--- src/rtl/mem_access_ctrl_if.sv ---
// CPU-side request/response bundle for mem_access_ctrl.
//   req_valid/req_ready : request handshake. A request is accepted when both are high at a clock edge.
//   req_we              : 1 = store, 0 = load.
//   req_addr/req_wdata  : request address and store data.
//   rsp_done            : one-cycle completion pulse.
//   rsp_rdata           : load result. It holds until the next load completes.
// Modports: master = CPU datapath, slave = controller.
interface mem_access_ctrl_if #(
  parameter int DATA_WIDTH = 16,
  parameter int ADDR_WIDTH = 16
);
  logic                  req_valid;
  logic                  req_ready;
  logic                  req_we;
  logic [ADDR_WIDTH-1:0] req_addr;
  logic [DATA_WIDTH-1:0] req_wdata;
  logic                  rsp_done;
  logic [DATA_WIDTH-1:0] rsp_rdata;

  modport master (
    output req_valid, req_we, req_addr, req_wdata,
    input  req_ready, rsp_done, rsp_rdata
  );

  modport slave (
    input  req_valid, req_we, req_addr, req_wdata,
    output req_ready, rsp_done, rsp_rdata
  );
endinterface

--- src/rtl/mem_access_ctrl.sv ---
// Initiator-side controller for one data port of the shared memory.
// The controller sequences a single load or store per request.
//   A store takes the states IDLE -> ACCESS.
//   A load takes the states IDLE -> ACCESS -> CAPTURE.
// The memory writes on the clock edge and registers the read address, so load data is valid in CAPTURE.
// A load with address MSB set returns the synchronized switches instead of memory data.
// Ports:
//   clk       : system clock. All logic runs on posedge.
//   reset     : synchronous, active-high reset.
//   bus       : CPU request/response bundle (slave side).
//   mem_addr  : memory address port.
//   mem_din   : memory data-in port.
//   mem_we    : memory write enable.
//   mem_dout  : memory data-out, combinational from the registered read address.
//   switches  : asynchronous board switches.
module mem_access_ctrl #(
  parameter int DATA_WIDTH = 16,
  parameter int ADDR_WIDTH = 16
) (
  input  logic                  clk,
  input  logic                  reset,
  mem_access_ctrl_if.slave      bus,
  output logic [ADDR_WIDTH-1:0] mem_addr,
  output logic [DATA_WIDTH-1:0] mem_din,
  output logic                  mem_we,
  input  logic [DATA_WIDTH-1:0] mem_dout,
  input  logic [DATA_WIDTH-1:0] switches
);

  typedef enum logic [1:0] {
    IDLE    = 2'd0,
    ACCESS  = 2'd1,
    CAPTURE = 2'd2
  } state_t;

  state_t                state;
  logic                  io_sel;
  logic                  rsp_done;
  logic [DATA_WIDTH-1:0] rsp_rdata;
  logic [DATA_WIDTH-1:0] sw_meta;
  logic [DATA_WIDTH-1:0] sw_sync;

  assign bus.req_ready = (state == IDLE);
  assign bus.rsp_done  = rsp_done;
  assign bus.rsp_rdata = rsp_rdata;

  // Two-flop synchronizer for the asynchronous switches.
  // NOTE: sequential state uses non-blocking assignments so every flop samples pre-edge values.
  always_ff @(posedge clk) begin
    if (reset) begin
      sw_meta <= '0;
      sw_sync <= '0;
    end else begin
      sw_meta <= switches;
      sw_sync <= sw_meta;
    end
  end

  always_ff @(posedge clk) begin
    if (reset) begin
      // NOTE: the address and data registers are reset as well.
      // They drive the memory port directly, so they must never start out as X.
      state     <= IDLE;
      rsp_done  <= 1'b0;
      rsp_rdata <= '0;
      mem_addr  <= '0;
      mem_din   <= '0;
      mem_we    <= 1'b0;
      io_sel    <= 1'b0;
    end else begin
      rsp_done <= 1'b0;
      unique case (state)
        IDLE: begin
          if (bus.req_valid) begin
            mem_addr <= bus.req_addr;
            mem_din  <= bus.req_wdata;
            mem_we   <= bus.req_we;
            io_sel   <= bus.req_addr[ADDR_WIDTH-1];
            state    <= ACCESS;
          end
        end
        ACCESS: begin
          // The memory samples the port on this edge.
          // For a store, the write is committed here and the store is complete.
          mem_we <= 1'b0;
          if (mem_we) begin
            rsp_done <= 1'b1;
            state    <= IDLE;
          end else begin
            state <= CAPTURE;
          end
        end
        CAPTURE: begin
          rsp_rdata <= io_sel ? sw_sync : mem_dout;
          rsp_done  <= 1'b1;
          state     <= IDLE;
        end
        default: state <= IDLE;
      endcase
    end
  end

endmodule

--- src/flat_wrapper.sv ---
// flat-port wrapper written by rule: the top's interface ports become plain ports
module mem_access_ctrl_flat 
#(
  parameter int DATA_WIDTH = 16,
  parameter int ADDR_WIDTH = 16
)
  (clk, reset, mem_addr, mem_din, mem_we, mem_dout, switches, bus_req_valid, bus_req_we, bus_req_addr, bus_req_wdata, bus_req_ready, bus_rsp_done, bus_rsp_rdata);
  mem_access_ctrl_if #(.DATA_WIDTH(DATA_WIDTH), .ADDR_WIDTH(ADDR_WIDTH)) bus_i ();
  input  logic clk;
  input  logic reset;
  output logic [ADDR_WIDTH-1:0] mem_addr;
  output logic [DATA_WIDTH-1:0] mem_din;
  output logic mem_we;
  input  logic [DATA_WIDTH-1:0] mem_dout;
  input  logic [DATA_WIDTH-1:0] switches;
  input wire logic [$bits(bus_i.req_valid)-1:0] bus_req_valid;
  input wire logic [$bits(bus_i.req_we)-1:0] bus_req_we;
  input wire logic [$bits(bus_i.req_addr)-1:0] bus_req_addr;
  input wire logic [$bits(bus_i.req_wdata)-1:0] bus_req_wdata;
  output wire logic [$bits(bus_i.req_ready)-1:0] bus_req_ready;
  output wire logic [$bits(bus_i.rsp_done)-1:0] bus_rsp_done;
  output wire logic [$bits(bus_i.rsp_rdata)-1:0] bus_rsp_rdata;
  assign bus_i.req_valid = bus_req_valid;
  assign bus_i.req_we = bus_req_we;
  assign bus_i.req_addr = bus_req_addr;
  assign bus_i.req_wdata = bus_req_wdata;
  assign bus_req_ready = bus_i.req_ready;
  assign bus_rsp_done = bus_i.rsp_done;
  assign bus_rsp_rdata = bus_i.rsp_rdata;
  mem_access_ctrl #(.DATA_WIDTH(DATA_WIDTH), .ADDR_WIDTH(ADDR_WIDTH)) u_core (.clk(clk), .reset(reset), .bus(bus_i), .mem_addr(mem_addr), .mem_din(mem_din), .mem_we(mem_we), .mem_dout(mem_dout), .switches(switches));
endmodule
--- config.mk ---
export PLATFORM = sky130hd
export DESIGN_NAME = mem_access_ctrl_flat
export DESIGN_NICKNAME = d
export VERILOG_FILES = /design/src/rtl/mem_access_ctrl_if.sv /design/src/rtl/mem_access_ctrl.sv /design/src/flat_wrapper.sv
export SDC_FILE = /design/constraint.sdc
export NUM_CORES = 1
export LEC_CHECK = 0
export CAP_MARGIN = 15
export CORE_MARGIN = 2
export CORE_UTILIZATION = 46
export CTS_CLUSTER_SIZE = 30
export DETAILED_ROUTE_END_ITERATION = 10
export GPL_ROUTABILITY_DRIVEN = 1
export PLACE_DENSITY = 0.83
export SLEW_MARGIN = 20
export SYNTH_ARGS = -nofsm -noshare
export SYNTH_HDL_FRONTEND = slang
export SYNTH_SLANG_ARGS = --single-unit
export TNS_END_PERCENT = 5
--- constraint.sdc ---
create_clock -name clk -period 3.15 [get_ports clk]
set_input_delay 0.315 -clock clk [delete_from_list [all_inputs] [get_ports clk]]
set_output_delay 0.315 -clock clk [all_outputs]
set_load 0.02 [all_outputs]
# Yosys cells after proc, flatten, opt, wreduce, memory -nomap -nowiden
# Cells that the tools add are included.
word_totals:
  ff_bits: 85
  in_bits: 68
  elab_cells: 24
op_classes:
  eq_ne: 3
  mux: 8
  reduce_logical: 4
ops:
  columns: ["op", "n"]
  rows:
  - ["16-bit two-way mux", 1]
  - ["2-bit two-way mux", 2]
  - ["1-bit case mux with 2 select lines", 2]
  - ["2-bit case mux with 2 select lines", 1]
  - ["2-bit AND reduction", 2]
  - ["2-bit by 1-bit equality test with 1-bit output, second input constant", 1]
  - ["2-bit equality test, second input constant", 1]
  - ["2-bit zero test", 1]
  - ["1-bit two-way mux", 2]
  - ["2-bit inequality test, second input constant", 1]
  - ["2-bit nonzero test", 1]

# Depth between registers and ports, before layout
# Gate-level depths: netlist of the first run.
logic_depth:
  word_depth: 3
  ltp_mapped: 7
  ltp_nobuf: 5

# Worst setup path before layout of the first run
# OpenSTA, ideal clock, no wires.
synth_timing:
  path_type: "flip-flop to flip-flop"
  start: "register u_core.state[0]"
  end: "register u_core.mem_addr[2]"
  setup_ns: 0.133
  arrival_time_ns: 1.248
  t_required_ns: 3.017
  setup_slack_ns: 1.770
  path_stages_with_launch: 8
  synth_period_minus_slack_ns: 1.380
  path_cell_list: "dfxtp_1 > inv_1 > ha_1 > and2_1 > buf_4 > buf_6 > nand2_1 > a21oi_1"
synth_between:
  elab_chain_len: 2
synth_rtl:
  columns: ["element", "line_no", "rtl"]
  rows:
  - ["start: declaration", "mem_access_ctrl.sv:36", "state_t state;"]
  - ["start signal: assignment", "mem_access_ctrl.sv:63", "state <= IDLE;"]
  - ["start signal: assignment", "mem_access_ctrl.sv:79", "state <= ACCESS;"]
  - ["start signal: assignment", "mem_access_ctrl.sv:88", "state <= IDLE;"]
  - ["2-bit zero test", null, null]
  - ["via bus_req_ready", "flat_wrapper.sv:20", "output wire logic [$bits(bus_i.req_ready)-1:0] bus_req_ready;"]
  - ["2-bit AND reduction (no source line)", null, null]
  - ["end signal: assignment", "mem_access_ctrl.sv:75", "mem_addr <= bus.req_addr;"]
  - ["end: declaration", "mem_access_ctrl.sv:23", "output logic [ADDR_WIDTH-1:0] mem_addr,"]
# The timed path passes the listed nets, and every way through them passes these cells.
# A chain may end at the register's enable or synchronous reset.

# Worst setup path after layout of the first run
layout_timing:
  start: "register u_core.state[0]"
  end: "output bus_req_ready"
layout_between:
  elab_chain_len: 1
layout_rtl:
  columns: ["element", "line_no", "rtl"]
  rows:
  - ["2-bit zero test", "mem_access_ctrl.sv:43", "assign bus.req_ready = (state == IDLE);"]
  - ["end: declaration", "flat_wrapper.sv:20", null]
# Every way passes these cells.

==> results.py, run 1 <==
metrics = {
    "sta": {
        "fin_ws_ps": 1180,
        "setup_viol_count_final": 0,
        "tightest_slew_ps": 1030,
        "fin_skew_ps": 9.21,
        "finalHoldViolCount": 0,
        "max_freq_mhz": 507,
        "rsz0062_at_grt": "no",
        "setup_tns_ps": 0,
        "slew_violations": 0,
        "period_share": 0.626,
        "final.min_clock_period_ps": 1970,
        "relSlewSlack": 0.313,
    },
    "pwr": {
        "pwr-share-comb": 0.166,
        "ir_drop_uv": 439,
        "internal_power_mw": 1.80,
        "p_sw_mw": 0.585,
        "pwr-share-seq": 0.484,
        "fin_total_pwr_mw": 2.39,
        "clkPwrFrac": 0.351,
        "p_leak_nw": 1.59,
        "p_sw_frac": 0.245,
        "powerDensity_nw_per_um2": 557,
    },
    "final_layout": {
        "syn2layout_area_growth_pct": 47.3,
        "drive_above_1_share": 0.0528,
        "design_area_um2": 4280,
        "final_nets": 483,
        "antenna_cells": 0,
    },
    "setup_path": {
        "arrival_ps": 1660,
        "path_class": "flip-flop to output port",
        "start_kind": "flip-flop",
        "critPathMaxFanout": 6,
        "end_kind": "output port",
        "timing.critical_path.required_ps": 2830,
    },
    "yosys": {
        "synth_area_leaders": "dfxtp_1, nand2_1, nor2b_1",
        "syn_area_um2": 2910,
        "syn_nets": 373,
        "synth_seq_cells": 84,
        "yosys.area.top_type": "dfxtp_1",
        "synth-seq-area-share": 0.578,
        "synth_top_area_share": 0.578,
        "synth.avg_cell_area_um2": 9.63,
        "yosysWarnings": 0,
        "syn_inst": 302,
        "synth_cell_types": 20,
    },
    "routing": {
        "routed_wirelength_um": 6640,
        "drt.antenna.violating_nets": 0,
        "route.detailed.drc": 0,
        "drtPass1Iterations": 4,
        "avgViaCountPerCell": 4.69,
        "drt_iter0_drc": 66,
        "wl_per_cell_um": 13.5,
        "num_vias": 2307,
    },
    "worst_hold_path": {
        "hold_class": "flip-flop to flip-flop",
    },
    "floorplan": {
        "core-area_um2": 6030,
        "die-height_um": 83.5,
        "core.rowCount": 28,
        "io_pins": 119,
        "initial_core_util": 0.483,
        "die_x_um": 83.5,
        "dieArea_um2": 6970,
    },
    "clock_network": {
        "cts_resized": 0,
        "post-cts-setup-buffers": 0,
        "insertion_delay_ps": 340,
        "hold_buffers": 0,
        "cts_sinks": 84,
        "htreeDepth": 3,
        "clkTransAtPathRegs_ps": 80,
        "cts_tree": "done",
        "cts_buffer_depth": 2,
        "cts-root-buf": "clkbuf_8",
        "cts_buffers": 9,
    },
    "global_route": {
        "grt_antenna_before_repair": 0,
        "grt_pass1_vias": 2240,
        "grt.total_usage": 0.195,
        "grt_first_pass_wirelength_um": 10900,
        "grt_overflow_total": 0,
        "grt_start_max_net_pins": 51,
    },
    "placed_design": {
        "hpwlAfterDp_um": 4480,
        "dpl-instance-area_um2": 4060,
        "place_ws_ps": 1140,
        "placement.io_buffers": 118,
        "place_congestion": 0.731,
    },
    "run_status": {
        "status": "finished clean",
    },
    "flow_run": {
        "drv_cap": 0,
    },
}
[area by class of cell]
cell class | instances | area, um^2
timing repair buffer | 122 | 1210
clock buffer | 10 | 138
fill | 484 | 1740
inverter | 2 | 7.51
clock inverter | 6 | 87.6
sequential | 84 | 1680
tap | 75 | 93.8
multi-input combinational | 193 | 1070
[worst max-delay path, cell delays in order (launching register included)]
cell	delay [ps]
dfxtp_1	330
inv_1	90
ha_1	260
clkdlybuf4s50_1	640
[per-layer routing]
metal | part of all wire | GRT usage | vias up
li1 | - | - | 1193
met1 | 0.44 | 0.231 | 1038
met2 | 0.50 | 0.335 | 70
met3 | 0.046 | 0.0554 | 6
met4 | 0.013 | 0.0762 | 0
met5 | 0 | 0 | -
[per-stage QoR]
| stage | util | hold slack (ps) | instances |
|---|---|---|---|
| after floorplan | - | 411 | 302 |
| after global placement | 0.673 | 416 | 476 |
| after detailed placement | 0.673 | 418 | 476 |
| after CTS | 0.710 | 438 | 492 |
| after global routing | 0.711 | 455 | 492 |
| final | 0.711 | 436 | 492 |
[cells by family (layout without fill, tap and decap cells)]
group | count (synthesis) | in the layout | share of synthesized area
multiplexers | 18 | 18 | 0.0620
AND/OR/NAND/NOR | 122 | 122 | 0.192
adder cells (fa/ha/maj) | 3 | 3 | 0.0129
flip-flops | 84 | 84 | 0.578
buffers and inverters | 25 | 140 | 0.0551
AO/OA/AOI/OAI | 50 | 50 | 0.0998
[cells in the mapped netlist]
master / instances
a211oi_1: 16
a21oi_1: 34
and2_1: 1
and2b_1: 1
buf_1: 1
buf_12: 1
buf_2: 7
buf_4: 3
buf_6: 4
clkbuf_1: 7
dfxtp_1: 84
ha_1: 3
inv_1: 2
mux2i_1: 18
nand2_1: 66
nand2b_1: 1
nand3b_1: 1
nor2_1: 18
nor2b_1: 32
nor3b_1: 2
[cell usage in the layout (no fill, tap or decap)]
cell type / instances
buf_4: 4
and2_1: 1
buf_2: 1
clkinv_4: 2
nor2_1: 18
bufinv_16: 2
a21oi_1: 34
nand2b_1: 1
inv_1: 2
clkbuf_8: 10
ha_2: 1
clkdlybuf4s50_1: 117
nor2b_1: 32
nand3b_1: 1
clkinv_2: 2
a211oi_1: 16
dfxtp_1: 84
nor3b_1: 2
nand2_1: 66
and2b_1: 1
mux2i_1: 18
ha_1: 2
[path summary, 6_finish.rpt]
check | from | to | slack, ps | depth (start not counted)
min reg2reg | u_core.sw_meta[12] | u_core.sw_sync[12] | 440 | 1
max reg2reg | u_core.state[0] | u_core.mem_addr[11] | 1230 | 5
max | u_core.state[0] | bus_req_ready | 1180 | 3
min | u_core.sw_meta[12] | u_core.sw_sync[12] | 440 | 1
[state kept, by name (all words and copies together) (netlist names)]
register	count
u_core.mem_addr	15
u_core.sw_sync	16
u_core.io_sel	1
u_core.mem_din	16
u_core.sw_meta	16
u_core.bus.rsp_done	1
u_core.mem_we	1
u_core.state	2
u_core.bus.rsp_rdata	16
[power groups by stage]
stage / Sequential [mW] / Clock (mW) / Combinational [mW]
after floorplan: 1.23 / 0 / 0.161
after global placement: 1.18 / 0 / 0.389
after detailed placement: 1.18 / 0 / 0.396
after CTS: 1.16 / 0.856 / 0.399
after global routing: 1.16 / 0.917 / 0.427
final: 1.15 / 0.837 / 0.395
Note: power is estimated with default switching activity, not from simulation.
==> inputs of run 2 (changes only) <==
--- a/config.mk
+++ b/config.mk
@@ -7,11 +7,11 @@
 export LEC_CHECK = 0
 export CAP_MARGIN = 15
 export CORE_MARGIN = 2
-export CORE_UTILIZATION = 46
+export CORE_UTILIZATION = 42
 export CTS_CLUSTER_SIZE = 30
 export DETAILED_ROUTE_END_ITERATION = 10
 export GPL_ROUTABILITY_DRIVEN = 1
-export PLACE_DENSITY = 0.83
+export PLACE_DENSITY = 0.77
 export SLEW_MARGIN = 20
 export SYNTH_ARGS = -nofsm -noshare
 export SYNTH_HDL_FRONTEND = slang
==> constraint.sdc (replaced) <==
create_clock -name clk -period 1.9 [get_ports clk]
set_input_delay 0.19 -clock clk [delete_from_list [all_inputs] [get_ports clk]]
set_output_delay 0.19 -clock clk [all_outputs]
set_load 0.02 [all_outputs]
==> run 2 against run 1 <==
  * Sequential power is 66% higher
  * Setup slack got worse by 840 ps
  * Sequential cell count did not move
  * Global-route usage fell by 2.2 points
  * First-iteration DRC count increased by 39%
  * Sequential share of layout area up 0.13 points
==> results.py, run 2 (synthesized netlist as in run 1, its figures left out) <==
metrics = {
    "run_status": {
        "status": "finished clean",
    },
    "clock_network": {
        "cts_resized": 0,
        "cts_buffer_depth": 2,
        "cts_sinks": 84,
        "cts-root-buf": "clkbuf_8",
        "cts_buffers": 9,
        "clkTransAtPathRegs_ps": 80,
        "cts_tree": "done",
        "insertion_delay_ps": 350,
        "post-cts-setup-buffers": 0,
        "hold_buffers": 0,
        "htreeDepth": 3,
    },
    "pwr": {
        "clkPwrFrac": 0.312,
        "pwr-share-seq": 0.512,
        "p_sw_frac": 0.268,
        "p_sw_mw": 1.00,
        "powerDensity_nw_per_um2": 875,
        "internal_power_mw": 2.74,
        "ir_drop_uv": 391,
        "fin_total_pwr_mw": 3.74,
        "pwr-share-comb": 0.177,
        "p_leak_nw": 1.58,
    },
    "setup_path": {
        "arrival_ps": 1370,
        "crit_path_end": "mem_we",
        "slowest_delay_ps": 640,
        "timing.critical_path.required_ps": 1710,
        "cp_top_family": "buffers and inverters",
        "crit_chain": "clkdlybuf4s50_1",
        "path_class": "flip-flop to output port",
        "crit_start": "u_core.mem_we",
        "cp_num_buf_inv": 1,
        "end_kind": "output port",
        "crit_cells": 1,
        "r2r_start": "u_core.state[0]",
        "ff2ff_setup_slack_ps": 440,
        "critPathSlowestCell": "clkdlybuf4s50_1",
        "critPathMaxFanout": 4,
        "start_kind": "flip-flop",
        "r2r_cells": 6,
        "r2r_end": "u_core.mem_din[4]",
    },
    "final_layout": {
        "syn2layout_area_growth_pct": 46.8,
        "multi_input_area_um2": 1070,
        "drive_above_1_share": 0.0526,
        "design_area_um2": 4270,
        "regArea_um2": 1680,
        "final_nets": 484,
        "antenna_cells": 0,
        "layout_commonest_cell": "clkdlybuf4s50_1",
        "final_cell_mix": "clkdlybuf4s50_1, dfxtp_1, nand2_1",
        "fill_cells": 561,
    },
    "global_route": {
        "grt_start_max_net_pins": 85,
        "grt_first_pass_wirelength_um": 10000,
        "grt.total_usage": 0.173,
        "grt_overflow_total": 0,
        "grt_pass1_vias": 2063,
        "grt_antenna_before_repair": 0,
    },
    "placed_design": {
        "place_ws_ps": 385,
        "dpl-instance-area_um2": 4080,
        "placement.io_buffers": 118,
        "place_congestion": 0.780,
        "hpwlAfterDp_um": 4630,
    },
    "routing": {
        "route.detailed.drc": 0,
        "drtPass1Iterations": 4,
        "drt.antenna.violating_nets": 0,
        "wl_per_cell_um": 13.1,
        "routed_wirelength_um": 6540,
        "avgViaCountPerCell": 4.64,
        "num_vias": 2309,
        "drt_iter0_drc": 92,
    },
    "sta": {
        "slew_violations": 0,
        "relSlewSlack": 0.752,
        "final.min_clock_period_ps": 1560,
        "setup_viol_count_final": 0,
        "period_share": 0.823,
        "whs_ps": 310,
        "finalHoldViolCount": 0,
        "tightest_slew_ps": 373,
        "setup_tns_ps": 0,
        "rsz0062_at_grt": "no",
        "fin_skew_ps": 6.48,
        "fin_ws_ps": 336,
        "max_freq_mhz": 639,
    },
    "floorplan": {
        "core-area_um2": 6760,
        "die-height_um": 87.2,
        "io_pins": 119,
        "core.rowCount": 30,
        "die_x_um": 87.2,
        "initial_core_util": 0.430,
        "dieArea_um2": 7600,
    },
    "flow_run": {
        "drv_cap": 0,
    },
    "worst_hold_path": {
        "hold_class": "input port to flip-flop",
    },
}
==> run 2: worst min-delay path by stage <==
stage	slack, ps	from	to	cells after the start
2_1_floorplan	320	switches[15]	u_core.sw_meta[15]	1
3_3_place_gp	420	u_core.sw_meta[12]	u_core.sw_sync[12]	1
3_5_place_dp	420	u_core.sw_meta[12]	u_core.sw_sync[12]	1
4_1_cts	320	reset	u_core.sw_sync[0]	3
5_1_grt	340	reset	u_core.sw_sync[0]	3
6_report	310	reset	u_core.sw_meta[11]	3
==> run 2: final cells by class <==
type / instances / share of cell area
Sequential cell: 84 / 0.394
Inverter: 2 / 0.00176
Tap cell: 80 / 0.0234
Multi-Input combinational cell: 193 / 0.250
Clock inverter: 6 / 0.0111
Clock buffer: 10 / 0.0322
Timing Repair Buffer: 123 / 0.288
==> run 2: tightest hold or removal path, delay by kind of cell <==
family	cells	cell delay (ps)
buf+inv	2	300
simple gates	1	130
==> run 2: power groups by stage <==
stage	clock network (mW)	logic (mW)	registers, mW
after CTS	1.19	0.669	1.91
after global placement	0	0.654	1.95
after detailed placement	0	0.667	1.95
after floorplan	0	0.267	2.04
after global routing	1.27	0.717	1.92
final	1.16	0.661	1.91
==> run 2: metrics by stage <==
step,utilization,std cells
final,0.632,498
after global routing,0.632,498
after CTS,0.631,498
after detailed placement,0.604,482
after global placement,0.604,482
after floorplan,-,302
==> run 2: metal layers <==
| layer | track usage | routed length (um) | vias up |
|---|---|---|---|
| li1 | - | - | 1203 |
| met1 | 0.222 | 2800 | 1025 |
| met2 | 0.267 | 3240 | 72 |
| met3 | 0.0370 | 354 | 9 |
| met4 | 0.101 | 140 | 0 |
| met5 | 0 | 0 | - |
